==> config.mk <==
export PLATFORM = sky130hd
export DESIGN_NAME = id_stage_flat
export DESIGN_NICKNAME = d
export VERILOG_FILES = /design/src/rtl/rv_pkg.sv /design/src/rtl/id_stage_if.sv /design/src/rtl/imm_gen.sv /design/src/rtl/id_stage.sv /design/src/flat_wrapper.sv
export SDC_FILE = /design/constraint.sdc
export NUM_CORES = 1
export LEC_CHECK = 0
export ABC_AREA = 0
export BUFFER_PORTS_ARGS = -buffer_cell sky130_fd_sc_hd__buf_2
export CAP_MARGIN = 5
export CORE_MARGIN = 2
export CORE_UTILIZATION = 40
export CTS_BUF_LIST = sky130_fd_sc_hd__clkbuf_4 sky130_fd_sc_hd__clkbuf_8
export CTS_CLUSTER_SIZE = 24
export DETAILED_ROUTE_END_ITERATION = 16
export PLACE_DENSITY = 0.69
export SLEW_MARGIN = 15
export SYNTH_ARGS = -nofsm -noshare
export SYNTH_HDL_FRONTEND = slang
export SYNTH_SLANG_ARGS = --single-unit
==> constraint.sdc <==
create_clock -name clk -period 3.8 [get_ports clk]
set_clock_uncertainty 0.05 [all_clocks]
set_input_delay 0.57 -clock clk [delete_from_list [all_inputs] [get_ports clk]]
set_output_delay 0.57 -clock clk [all_outputs]
set_load 0.005 [all_outputs]
==> src/rtl/rv_pkg.sv <==
// Shared RV32I decode definitions: opcodes, instruction classes and
// immediate formats used by the decode stage and its helpers.
package rv_pkg;

  localparam int XLEN = 32;

  localparam logic [6:0] OPC_LUI    = 7'b0110111;
  localparam logic [6:0] OPC_AUIPC  = 7'b0010111;
  localparam logic [6:0] OPC_JAL    = 7'b1101111;
  localparam logic [6:0] OPC_JALR   = 7'b1100111;
  localparam logic [6:0] OPC_BRANCH = 7'b1100011;
  localparam logic [6:0] OPC_LOAD   = 7'b0000011;
  localparam logic [6:0] OPC_STORE  = 7'b0100011;
  localparam logic [6:0] OPC_OP_IMM = 7'b0010011;
  localparam logic [6:0] OPC_OP     = 7'b0110011;
  localparam logic [6:0] OPC_FENCE  = 7'b0001111;

  typedef enum logic [3:0] {
    CLS_LUI     = 4'd0,
    CLS_AUIPC   = 4'd1,
    CLS_JAL     = 4'd2,
    CLS_JALR    = 4'd3,
    CLS_BRANCH  = 4'd4,
    CLS_LOAD    = 4'd5,
    CLS_STORE   = 4'd6,
    CLS_OP_IMM  = 4'd7,
    CLS_OP      = 4'd8,
    CLS_NOP     = 4'd9,
    CLS_ILLEGAL = 4'd10
  } instr_class_t;

  typedef enum logic [2:0] {
    IMM_I    = 3'd0,
    IMM_S    = 3'd1,
    IMM_B    = 3'd2,
    IMM_U    = 3'd3,
    IMM_J    = 3'd4,
    IMM_NONE = 3'd5
  } imm_type_t;

endpackage

==> src/rtl/id_stage_if.sv <==
// Fetch-to-decode handshake.
// Valid/ready: an instruction transfers on the rising clk edge where
// if_valid && id_ready; while if_valid && !id_ready the fetch side holds
// if_instr/if_pc stable. id_ready may depend combinationally on if_valid
// and if_instr (hazard check), never the other way around.
interface id_stage_if #(
  parameter int XLEN = 32
);
  logic            if_valid;
  logic [31:0]     if_instr;
  logic [XLEN-1:0] if_pc;
  logic            id_ready;

  modport master (output if_valid, if_instr, if_pc, input id_ready);
  modport slave  (input if_valid, if_instr, if_pc, output id_ready);
endinterface

==> src/rtl/imm_gen.sv <==
// Immediate generator: sign-extended I/S/B/U/J immediates, zero otherwise.
module imm_gen
  import rv_pkg::*;
#(
  parameter int XLEN = rv_pkg::XLEN
) (
  input  logic [31:0]     instr_i,
  input  imm_type_t       imm_type_i,
  output logic [XLEN-1:0] imm_o
);

  logic [31:0] imm32;

  // Select the bit-scatter for the instruction format; instr[31] is the sign.
  always_comb begin
    imm32 = '0;
    case (imm_type_i)
      IMM_I:   imm32 = {{20{instr_i[31]}}, instr_i[31:20]};
      IMM_S:   imm32 = {{20{instr_i[31]}}, instr_i[31:25], instr_i[11:7]};
      IMM_B:   imm32 = {{19{instr_i[31]}}, instr_i[31], instr_i[7],
                        instr_i[30:25], instr_i[11:8], 1'b0};
      IMM_U:   imm32 = {instr_i[31:12], 12'h000};
      IMM_J:   imm32 = {{11{instr_i[31]}}, instr_i[31], instr_i[19:12],
                        instr_i[20], instr_i[30:21], 1'b0};
      default: imm32 = '0;
    endcase
  end

  assign imm_o = XLEN'($signed(imm32));

endmodule

==> src/rtl/id_stage.sv <==
// RV32I decode stage: class decode, register file read requests, RAW
// interlock against EX and EX/MEM writers, ID/EX pipeline register and a
// saturating hazard-stall counter.
module id_stage
  import rv_pkg::*;
#(
  parameter int XLEN      = rv_pkg::XLEN,
  parameter int ADDR_SIZE = 5
) (
  input  logic                 clk,
  input  logic                 rst,
  id_stage_if.slave            fetch,
  input  logic                 flush,
  output logic                 rf_read_enable1,
  output logic                 rf_read_enable2,
  output logic [ADDR_SIZE-1:0] rf_read_addr1,
  output logic [ADDR_SIZE-1:0] rf_read_addr2,
  input  logic [XLEN-1:0]      rf_read_data1,
  input  logic [XLEN-1:0]      rf_read_data2,
  input  logic                 mem_rd_we,
  input  logic [ADDR_SIZE-1:0] mem_rd,
  input  logic                 ex_ready,
  output logic                 ex_valid,
  output logic [XLEN-1:0]      ex_pc,
  output logic [XLEN-1:0]      ex_rs1_data,
  output logic [XLEN-1:0]      ex_rs2_data,
  output logic [XLEN-1:0]      ex_imm,
  output logic [ADDR_SIZE-1:0] ex_rd,
  output logic                 ex_rd_we,
  output logic [3:0]           ex_op_class,
  output logic [2:0]           ex_funct3,
  output logic                 ex_alt,
  output logic                 ex_illegal,
  output logic [31:0]          stall_count
);

  logic [31:0]          instr;
  logic [6:0]           opcode;
  logic [ADDR_SIZE-1:0] rs1_addr, rs2_addr, rd_addr;

  assign instr    = fetch.if_instr;
  assign opcode   = instr[6:0];
  assign rs1_addr = instr[15 +: ADDR_SIZE];
  assign rs2_addr = instr[20 +: ADDR_SIZE];
  assign rd_addr  = instr[7 +: ADDR_SIZE];

  instr_class_t    dec_class;
  imm_type_t       imm_type;
  logic            rs1_used, rs2_used, dec_writes, dec_alt;
  logic [XLEN-1:0] dec_imm;

  // Opcode decode; any unknown opcode (including instr[1:0] != 11) is illegal.
  always_comb begin
    dec_class  = CLS_ILLEGAL;
    imm_type   = IMM_NONE;
    rs1_used   = 1'b0;
    rs2_used   = 1'b0;
    dec_writes = 1'b0;
    dec_alt    = 1'b0;
    case (opcode)
      OPC_LUI:    begin dec_class = CLS_LUI;   imm_type = IMM_U; dec_writes = 1'b1; end
      OPC_AUIPC:  begin dec_class = CLS_AUIPC; imm_type = IMM_U; dec_writes = 1'b1; end
      OPC_JAL:    begin dec_class = CLS_JAL;   imm_type = IMM_J; dec_writes = 1'b1; end
      OPC_JALR:   begin
        dec_class = CLS_JALR; imm_type = IMM_I; dec_writes = 1'b1; rs1_used = 1'b1;
      end
      OPC_BRANCH: begin
        dec_class = CLS_BRANCH; imm_type = IMM_B; rs1_used = 1'b1; rs2_used = 1'b1;
      end
      OPC_LOAD:   begin
        dec_class = CLS_LOAD; imm_type = IMM_I; dec_writes = 1'b1; rs1_used = 1'b1;
      end
      OPC_STORE:  begin
        dec_class = CLS_STORE; imm_type = IMM_S; rs1_used = 1'b1; rs2_used = 1'b1;
      end
      OPC_OP_IMM: begin
        dec_class  = CLS_OP_IMM; imm_type = IMM_I; dec_writes = 1'b1; rs1_used = 1'b1;
        // Only the shift-right pair uses instr[30] to pick SRAI over SRLI.
        dec_alt    = (instr[14:12] == 3'b101) ? instr[30] : 1'b0;
      end
      OPC_OP:     begin
        dec_class  = CLS_OP; dec_writes = 1'b1; rs1_used = 1'b1; rs2_used = 1'b1;
        dec_alt    = instr[30];
      end
      OPC_FENCE:  dec_class = CLS_NOP;
      default:    dec_class = CLS_ILLEGAL;
    endcase
  end

  imm_gen #(.XLEN(XLEN)) u_imm_gen (
    .instr_i    (instr),
    .imm_type_i (imm_type),
    .imm_o      (dec_imm)
  );

  assign rf_read_enable1 = fetch.if_valid & rs1_used;
  assign rf_read_enable2 = fetch.if_valid & rs2_used;
  assign rf_read_addr1   = rs1_addr;
  assign rf_read_addr2   = rs2_addr;

  logic                 ex_valid_q, ex_valid_d;
  logic [XLEN-1:0]      ex_pc_q, ex_pc_d;
  logic [XLEN-1:0]      ex_rs1_q, ex_rs1_d;
  logic [XLEN-1:0]      ex_rs2_q, ex_rs2_d;
  logic [XLEN-1:0]      ex_imm_q, ex_imm_d;
  logic [ADDR_SIZE-1:0] ex_rd_q, ex_rd_d;
  logic                 ex_rd_we_q, ex_rd_we_d;
  logic [3:0]           ex_class_q, ex_class_d;
  logic [2:0]           ex_funct3_q, ex_funct3_d;
  logic                 ex_alt_q, ex_alt_d;
  logic                 ex_illegal_q, ex_illegal_d;
  logic [31:0]          stall_q, stall_d;
  logic                 hazard;

  // RAW interlock: no forwarding, so wait until the writer reaches write-back
  // (which writes through the register file and is not checked here).
  always_comb begin
    logic ex_w, hz1, hz2;
    ex_w   = ex_valid_q & ex_rd_we_q;
    hz1    = rs1_used & (rs1_addr != '0) &
             ((ex_w & (ex_rd_q == rs1_addr)) | (mem_rd_we & (mem_rd == rs1_addr)));
    hz2    = rs2_used & (rs2_addr != '0) &
             ((ex_w & (ex_rd_q == rs2_addr)) | (mem_rd_we & (mem_rd == rs2_addr)));
    hazard = fetch.if_valid & (hz1 | hz2);
  end

  // A flush swallows whatever fetch is offering, so it is always accepted.
  assign fetch.id_ready = flush | (~hazard & (~ex_valid_q | ex_ready));

  // ID/EX next state: flush > hold on backpressure > bubble on hazard > load.
  always_comb begin
    ex_valid_d   = ex_valid_q;
    ex_pc_d      = ex_pc_q;
    ex_rs1_d     = ex_rs1_q;
    ex_rs2_d     = ex_rs2_q;
    ex_imm_d     = ex_imm_q;
    ex_rd_d      = ex_rd_q;
    ex_rd_we_d   = ex_rd_we_q;
    ex_class_d   = ex_class_q;
    ex_funct3_d  = ex_funct3_q;
    ex_alt_d     = ex_alt_q;
    ex_illegal_d = ex_illegal_q;
    if (flush) begin
      ex_valid_d = 1'b0;
    end else if (ex_valid_q && !ex_ready) begin
      ex_valid_d = ex_valid_q;
    end else if (hazard) begin
      ex_valid_d = 1'b0;
    end else if (fetch.if_valid) begin
      ex_valid_d   = 1'b1;
      ex_pc_d      = fetch.if_pc;
      ex_rs1_d     = rf_read_data1;
      ex_rs2_d     = rf_read_data2;
      ex_imm_d     = dec_imm;
      ex_rd_d      = rd_addr;
      ex_rd_we_d   = dec_writes & (rd_addr != '0);
      ex_class_d   = dec_class;
      ex_funct3_d  = instr[14:12];
      ex_alt_d     = dec_alt;
      ex_illegal_d = (dec_class == CLS_ILLEGAL);
    end else begin
      ex_valid_d = 1'b0;
    end
  end

  // Saturating count of cycles lost to the interlock; flush cycles excluded.
  always_comb begin
    stall_d = stall_q;
    if (hazard && !flush && (stall_q != 32'hFFFF_FFFF)) begin
      stall_d = stall_q + 32'd1;
    end
  end

  // ID/EX register and stall counter.
  always_ff @(posedge clk) begin
    if (rst) begin
      ex_valid_q   <= 1'b0;
      ex_pc_q      <= '0;
      ex_rs1_q     <= '0;
      ex_rs2_q     <= '0;
      ex_imm_q     <= '0;
      ex_rd_q      <= '0;
      ex_rd_we_q   <= 1'b0;
      ex_class_q   <= '0;
      ex_funct3_q  <= '0;
      ex_alt_q     <= 1'b0;
      ex_illegal_q <= 1'b0;
      stall_q      <= '0;
    end else begin
      ex_valid_q   <= ex_valid_d;
      ex_pc_q      <= ex_pc_d;
      ex_rs1_q     <= ex_rs1_d;
      ex_rs2_q     <= ex_rs2_d;
      ex_imm_q     <= ex_imm_d;
      ex_rd_q      <= ex_rd_d;
      ex_rd_we_q   <= ex_rd_we_d;
      ex_class_q   <= ex_class_d;
      ex_funct3_q  <= ex_funct3_d;
      ex_alt_q     <= ex_alt_d;
      ex_illegal_q <= ex_illegal_d;
      stall_q      <= stall_d;
    end
  end

  assign ex_valid    = ex_valid_q;
  assign ex_pc       = ex_pc_q;
  assign ex_rs1_data = ex_rs1_q;
  assign ex_rs2_data = ex_rs2_q;
  assign ex_imm      = ex_imm_q;
  assign ex_rd       = ex_rd_q;
  assign ex_rd_we    = ex_rd_we_q;
  assign ex_op_class = ex_class_q;
  assign ex_funct3   = ex_funct3_q;
  assign ex_alt      = ex_alt_q;
  assign ex_illegal  = ex_illegal_q;
  assign stall_count = stall_q;

endmodule

==> src/flat_wrapper.sv <==
// flat-port wrapper written by rule: the top's interface ports become plain ports
module id_stage_flat import rv_pkg::*;
#(
  parameter int XLEN      = rv_pkg::XLEN,
  parameter int ADDR_SIZE = 5
)
  (clk, rst, flush, rf_read_enable1, rf_read_enable2, rf_read_addr1, rf_read_addr2, rf_read_data1, rf_read_data2, mem_rd_we, mem_rd, ex_ready, ex_valid, ex_pc, ex_rs1_data, ex_rs2_data, ex_imm, ex_rd, ex_rd_we, ex_op_class, ex_funct3, ex_alt, ex_illegal, stall_count, fetch_if_valid, fetch_if_instr, fetch_if_pc, fetch_id_ready);
  id_stage_if #(.XLEN(XLEN)) fetch_i ();
  input  logic clk;
  input  logic rst;
  input  logic flush;
  output logic rf_read_enable1;
  output logic rf_read_enable2;
  output logic [ADDR_SIZE-1:0] rf_read_addr1;
  output logic [ADDR_SIZE-1:0] rf_read_addr2;
  input  logic [XLEN-1:0] rf_read_data1;
  input  logic [XLEN-1:0] rf_read_data2;
  input  logic mem_rd_we;
  input  logic [ADDR_SIZE-1:0] mem_rd;
  input  logic ex_ready;
  output logic ex_valid;
  output logic [XLEN-1:0] ex_pc;
  output logic [XLEN-1:0] ex_rs1_data;
  output logic [XLEN-1:0] ex_rs2_data;
  output logic [XLEN-1:0] ex_imm;
  output logic [ADDR_SIZE-1:0] ex_rd;
  output logic ex_rd_we;
  output logic [3:0] ex_op_class;
  output logic [2:0] ex_funct3;
  output logic ex_alt;
  output logic ex_illegal;
  output logic [31:0] stall_count;
  input wire logic [$bits(fetch_i.if_valid)-1:0] fetch_if_valid;
  input wire logic [$bits(fetch_i.if_instr)-1:0] fetch_if_instr;
  input wire logic [$bits(fetch_i.if_pc)-1:0] fetch_if_pc;
  output wire logic [$bits(fetch_i.id_ready)-1:0] fetch_id_ready;
  assign fetch_i.if_valid = fetch_if_valid;
  assign fetch_i.if_instr = fetch_if_instr;
  assign fetch_i.if_pc = fetch_if_pc;
  assign fetch_id_ready = fetch_i.id_ready;
  id_stage #(.XLEN(XLEN), .ADDR_SIZE(ADDR_SIZE)) u_core (.clk(clk), .rst(rst), .fetch(fetch_i), .flush(flush), .rf_read_enable1(rf_read_enable1), .rf_read_enable2(rf_read_enable2), .rf_read_addr1(rf_read_addr1), .rf_read_addr2(rf_read_addr2), .rf_read_data1(rf_read_data1), .rf_read_data2(rf_read_data2), .mem_rd_we(mem_rd_we), .mem_rd(mem_rd), .ex_ready(ex_ready), .ex_valid(ex_valid), .ex_pc(ex_pc), .ex_rs1_data(ex_rs1_data), .ex_rs2_data(ex_rs2_data), .ex_imm(ex_imm), .ex_rd(ex_rd), .ex_rd_we(ex_rd_we), .ex_op_class(ex_op_class), .ex_funct3(ex_funct3), .ex_alt(ex_alt), .ex_illegal(ex_illegal), .stall_count(stall_count));
endmodule
==> results by group, run 1 <==
Cells and area
  – Ratio of cells with drive above 1 in the final layout: 30.9%
  – # nets final: 1392
  – Area growth, synth to finish: 28.2%
  – Ant diodes: 0
  – Post-route insts no fill: 1499

Route
  – Drt wl/cell: 16.2 microns
  – Post-Route WL: 24200 microns
  – DR pass1 iterations: 5
  – Drt via density: 5.23
  – Routed vias: 7833
  – DR iter-0 viols: 413
  – DR DRC count: 0
  – Number of routed nets with antenna violations: 0

Status
  – Outcome: finished, final reports clean

Worst setup path
  – WS Path Type: input port to output pin
  – Most used cell, CP: buf_2
  – CP Max Fanout: 55
  – CP max stage cell: a2111oi_2
  – Crit-path max cell delay: 0.57 ns
  – Req. time, crit path: 3.18 ns
  – R2r worst-path depth: 6
  – Worst setup SP type: input port
  – Crit. End Element: output pin
  – CP Data Arrival Time: 2.53 ns
  – Crit-path cells: buf_2 > nand2b_1 > a2111oi_2 > o21ai_2 > o22a_1 > buf_12 > nor2_1 > o21bai_1 > buf_2

Hold path
  – Worst hold path type: input port to register
  – Worst hold path depth: 3

Placed design
  – Placed cell count: 1467
  – HPWL Detailed: 17700 microns
  – Buffers on Ports: 327
  – Final RePlAce weighted congestion: 0.883

CTS
  – Clock-pin slew on the worst setup and hold paths: 0.12 ns
  – CTS root buf: clkbuf_8
  – CTS Hold Bufs: 0
  – Worst-Skew Late Latency: 0.47 ns
  – Clock tree buffer depth: 2
  – H-tree levels: 4
  – CTS buffer count: 17
  – Post-cts sizing count: 0
  – CTS tree: built
  – Clock sinks: 176
  – Setup repair bufs after CTS: 0

Floorplanning
  – Die Height: 142 microns
  – Initial Util: 40.7%
  – Core Area: 0.0187 sq mm
  – Num ports: 328
  – Die area: 0.0202 sq mm
  – Row cnt: 50
  – Die W: 142 microns

Timing
  – Slew Viols, Final: 0
  – Setup tns final: 0 ns
  – Period utilization: 82.8%
  – Max-slew headroom: 36.3%
  – Fin Hold WS: 0.266 ns
  – Worst-Margin Slew: 0.956 ns
  – Final setup vio count: 0
  – Tmin final: 3.15 ns
  – Max Clock Freq: 318 MHz
  – RSZ-0062 raised after global routing: false
  – Final hold vios: 0

Logic synthesis
  – Yosys cell types: 48
  – Synth Area in XOR/XNOR: 2.30%
  – Largest family of logic cells by synthesized area: simple AND/OR/NAND/NOR gates
  – Simple-gate portion of the synthesized area: 27.8%
  – Top FF cell, synth: dfxtp_1
  – Number of synthesized flops with an enable pin: 0
  – Synthesized area per cell: 7.84 sq um
  – Sequential fraction of the synthesis area: 46.2%
  – Yosys warning count: 0
  – Post-Synth Adder-Cell Area: 0.164%
  – Multiplexer share of the synthesized area: 2.04%
  – Cell Area, Synth: 0.00762 sq mm
  – Net count after synthesis: 1112
  – Asr flop ratio synth: 0%
  – #FFs+latches synth: 176
  – Post-Synthesis Cells: 972
  – Synth Area in Compound Gates: 16.2%

Global routing
  – Number of global-route vias before repair: 7122
  – Initial antenna violation count: 0
  – First-pass GRT wire length: 37100 microns
  – Largest net degree at the start of global routing: 126
  – Global route overflow: 0
  – Tot GR Track Use: 23.0%

Power and ir drop
  – Peak supply drop: 0.222 mV
  – Leak: 4.32 nW
  – PD cells: 378 mW/mm^2

Flow run
  – Max Cap Viol: 0
-- kinds of logic (layout without fill, tap and decap cells) --
group | after synthesis | after routing
AND/OR/NAND/NOR | 463 | 463
AO/OA/AOI/OAI | 212 | 212
flip-flops | 176 | 176
buffers and inverters | 86 | 379
XOR/XNOR | 20 | 20
multiplexers | 14 | 14
adder cells (fa/ha/maj) | 1 | 1
-- state kept, by name, indices dropped and copies added (netlist names) --
signal / count
u_core.ex_alt: 1
u_core.ex_funct3: 3
u_core.ex_illegal: 1
u_core.ex_imm: 32
u_core.ex_op_class: 4
u_core.ex_pc: 32
u_core.ex_rd: 5
u_core.ex_rd_we: 1
u_core.ex_rs1_data: 32
u_core.ex_rs2_data: 32
u_core.ex_valid: 1
u_core.stall_count: 32
-- cells in the final DEF (no fill, tap or decap), types with 15 or more instances in the layout --
master	synthesis	final
a211oi_1	24	24
a21oi_1	141	141
buf_2	26	326
clkbuf_8	0	17
dfxtp_1	176	176
nand2_1	248	248
nand3_1	23	23
nor2_1	57	57
nor2b_1	15	15
nor3_1	34	33
or4_1	20	20
xor2_1	18	18
-- report_power, final --
part,switching [mW],internal [mW],total [mW]
logic,0.257,0.189,0.446
clock network,0.798,0.499,1.30
registers,0.0362,1.91,1.95
total,1.09,2.60,3.69
-- final cells by class --
| class | instances | area [sq um] |
|---|---|---|
| Fill cell | 1904 | 8930 |
| Multi-Input combinational cell | 710 | 3710 |
| Sequential cell | 176 | 3520 |
| Timing Repair Buffer | 343 | 1830 |
| Tap cell | 234 | 293 |
| Clock buffer | 17 | 234 |
| Clock inverter | 15 | 165 |
| Inverter | 4 | 15.0 |
-- worst paths after layout --
kind / start / to / slack (ns)
max: fetch_if_instr[4] / fetch_id_ready / 0.65
min: rf_read_data2[24] / u_core.ex_rs2_data[24]$_SDFFE_PP0P_ / 0.27
max reg2reg: u_core.stall_count[2]$_SDFFE_PP0P_ / u_core.stall_count[31]$_SDFFE_PP0P_ / 1.20
min reg2reg: u_core.ex_rs1_data[24]$_SDFFE_PP0P_ / u_core.ex_rs1_data[24]$_SDFFE_PP0P_ / 0.41
-- per-layer routing --
metal | up-vias | global-route usage (%) | wire length, microns
met5 | - | 0 | 0
met4 | 0 | 7.58 | 515
met3 | 35 | 6.39 | 1760
met2 | 273 | 38.9 | 11700
met1 | 3613 | 28.4 | 10300
li1 | 3912 | - | -
-- critical path, delay by kind of cell --
kind	cells	cell delay [ns]
and+or+nand+nor	2	0.32
AOI/OAI and AO/OA	4	1.12
buffers and inverters	3	0.50
-- synth_stat cells (all sizes together), types with 2 or more instances --
library cell,n,area share [%]
mux2i,2,0.26
nand2b,5,0.41
mux2,12,1.8
buf,39,3.0
o31ai,14,1.4
or3,8,0.66
or4,20,2.0
inv,4,0.20
a311oi,2,0.23
nor3,34,2.2
a21oi,141,9.3
a32oi,2,0.23
xnor2,2,0.23
nor4,12,0.99
and2,7,0.57
o21bai,2,0.20
nand4,10,0.82
dfxtp,176,46
xor2,18,2.1
o211ai,2,0.20
and3,12,0.99
nand2,248,12
nand3,23,1.5
nor2b,15,1.2
o21ai,14,0.97
and4,9,1.0
nor2,57,2.8
a31oi,2,0.16
clkbuf,43,2.1
a211oi,24,2.4
-- per-stage QoR --
stage | area (sq um) | utilization (%) | total power, mW | setup WS, ns
6_report | 9770 | 52.2 | 3.69 | 0.654
5_1_grt | 9770 | 52.2 | 3.86 | 0.568
4_1_cts | 9770 | 52.2 | 3.74 | 0.674
3_5_place_dp | 9370 | 50.1 | 2.44 | 0.682
3_3_place_gp | 9370 | 50.1 | 2.44 | 0.755
2_1_floorplan | 7620 | - | 2.21 | 1.15
Note: power is estimated with default switching activity, not from simulation.
==> inputs of run 2 (changes only) <==
Settings changed: PLACE_DENSITY 0.69 to 0.72.
Clock period 3.8 ns to 2.7 ns, I/O delays scaled along.
==> run 2 against run 1 <==
Against the previous run:
- clock power increased by 49%
- flip-flop and latch count unchanged
- critical path type is now register to output pin
- first-iteration DRC count increased by 1.5%
- final area increased by 2.7%
- critical path depth decreased by 1
- combinational power increased by 45%
- sequential power increased by 41%
- hold slack got worse by 0.15 ns
- utilization increased by 1.4 points
- power increased by 44%
- highest routed layer unchanged
- count of clock-buffer cells in the layout unchanged
- via count increased by 2.2%
==> results by group, run 2 (same netlist as run 1, synthesis figures left out) <==
Route
  – Routed met2 length: 12200 microns
  – Max layer used: met4
  – Number of routed nets with antenna violations: 0
  – DR iter-0 viols: 419
  – Drt wl/cell: 16.6 microns
  – DR pass1 iterations: 5
  – Routed vias: 8003
  – Drt via density: 5.26
  – Post-Route WL: 25200 microns
  – WL met1: 10200 microns
  – DR DRC count: 0
  – Metal3 WL: 2000 microns

Placed design
  – Placed Area: 0.00948 sq mm
  – HPWL Detailed: 17900 microns
  – Buffers on Ports: 327
  – Final RePlAce weighted congestion: 0.926

Cells and area
  – Ant diodes: 0
  – Commonest cells after routing, fill and taps aside: buf_2 (326), nand2_1 (248), dfxtp_1 (172)
  – Fillers: 1800
  – Area growth, synth to finish: 31.6%
  – Reg area: 0.00353 sq mm
  – # nets final: 1414
  – Most common cell after layout, fill and taps aside: buf_2
  – Final Core Density: 53.6%
  – Multi-input logic area: 0.00372 sq mm
  – Ratio of cells with drive above 1 in the final layout: 32.6%
  – Design Area, Final: 0.0100 sq mm

Power and ir drop
  – Pint: 3.77 mW
  – Logic pwr share: 12.2%
  – Reg power frac: 51.5%
  – Leak: 4.47 nW
  – Sw Ratio: 29.2%
  – PD cells: 531 mW/mm^2
  – Peak supply drop: 0.276 mV
  – Clock power share: 36.3%
  – P_sw: 1.56 mW

CTS
  – H-tree levels: 4
  – Clock-pin slew on the worst setup and hold paths: 0.11 ns
  – Clock tree buffer depth: 2
  – Worst-Skew Late Latency: 0.47 ns
  – CTS buffer count: 17
  – Clock sinks: 176
  – CTS tree: built
  – CTS root buf: clkbuf_8
  – CTS Hold Bufs: 0

Floorplanning
  – Row cnt: 50
  – Initial Util: 40.7%
  – Num ports: 328
  – Die W: 142 microns
  – Core Area: 0.0187 sq mm
  – Die area: 0.0202 sq mm
  – Die Height: 142 microns

Timing
  – Slew Viols, Final: 0
  – Final setup vio count: 0
  – Final hold vios: 0
  – Worst-Margin Slew: 0.882 ns
  – Max-slew headroom: 41.2%
  – Tmin final: 2.66 ns
  – Period utilization: 98.4%
  – Max Clock Freq: 377 MHz

Hold path
  – Worst hold path type: input port to register

Status
  – Outcome: finished, final reports clean

Global routing
  – First-pass GRT wire length: 37600 microns
  – Initial antenna violation count: 0
  – Number of global-route vias before repair: 7221
  – Tot GR Track Use: 23.4%
  – Largest net degree at the start of global routing: 111
  – Global route overflow: 0

Worst setup path
  – Req. time, crit path: 2.25 ns
  – WS Path Type: register to output pin
  – CP Data Arrival Time: 2.20 ns
  – CP Buf/Inv Count: 2
  – Worst setup SP type: register
  – CP Max Fanout: 6
  – Kind of cell adding the most delay to the critical path: compound AO/OA/AOI/OAI gates
  – CP max stage cell: dfxtp_4
  – Crit. End Element: output pin
  – Crit-path cells: xor2_1 > nor4_1 > a32oi_1 > o22a_2 > buf_12 > nor2_2 > o21bai_1 > buf_2
  – Crit-path max cell delay: 0.38 ns

Flow run
  – Max Cap Viol: 0
[run 2: changes by cell type in the layout (fill, tap and decap cells not counted), moves of 3 or more]
| cell | previous run | this run |
|---|---|---|
| dfxtp_1 | 176 | 172 |
| clkbuf_16 | 0 | 3 |
| dfxtp_2 | 0 | 3 |
| buf_4 | 11 | 30 |
[run 2: final cells by class]
class                      count  area share (%)
sequential                   176            35.2
clock inverter                15            1.90
multi-input combinational    710            37.1
tap                          234            2.92
inverter                       4           0.150
timing repair buffer         365            20.4
clock buffer                  17            2.33
[run 2: path summary, 6_finish.rpt]
| check | slack, ns | endpoint | depth (start not counted) | from |
|---|---|---|---|---|
| max | 0.04 | fetch_id_ready | 8 | u_core.ex_rd[0]$_SDFFE_PP0P_ |
| min | 0.11 | u_core.ex_valid$_SDFFE_PP0N_ | 2 | flush |
| max reg2reg | 0.23 | u_core.stall_count[15]$_SDFFE_PP0P_ | 8 | u_core.ex_rd[0]$_SDFFE_PP0P_ |
| min reg2reg | 0.41 | u_core.ex_imm[9]$_SDFFE_PP0P_ | 2 | u_core.ex_imm[9]$_SDFFE_PP0P_ |
[run 2: metrics by stage]
step | hold WS (ns) | worst slack (ns) | setup TNS, ns | cells | power, mW
floorplan | 0.398 | 0.306 | 0 | 972 | 3.11
global placement | 0.387 | 0.150 | 0 | 1482 | 3.44
detailed placement | 0.393 | 0.137 | 0 | 1482 | 3.45
CTS | 0.0693 | 0.00800 | 0 | 1514 | 5.39
global route | 0.0881 | -0.0292 | -0.0292 | 1521 | 5.58
finish | 0.113 | 0.0442 | 0 | 1521 | 5.33
[run 2: repair_timing]
item | in CTS | in global routing
setup buffers | 0 | 4
endpoints found under the setup margin | 0 | 1
endpoints found under the hold margin | 0 | 0
gates resized for setup | 0 | 8
[run 2: metal layers]
layer	global-route usage (%)	vias to the layer above
met2	39.5	324
met4	10.5	0
met1	28.2	3677
met5	0	-
met3	5.82	44
li1	-	3958
[run 2: power groups by stage]
stage	combinational (mW)	sequential (mW)	clock, mW
6_report	0.647	2.74	1.94
5_1_grt	0.717	2.76	2.10
4_1_cts	0.647	2.74	2.00
3_5_place_dp	0.645	2.80	0
3_3_place_gp	0.639	2.80	0
2_1_floorplan	0.301	2.81	0
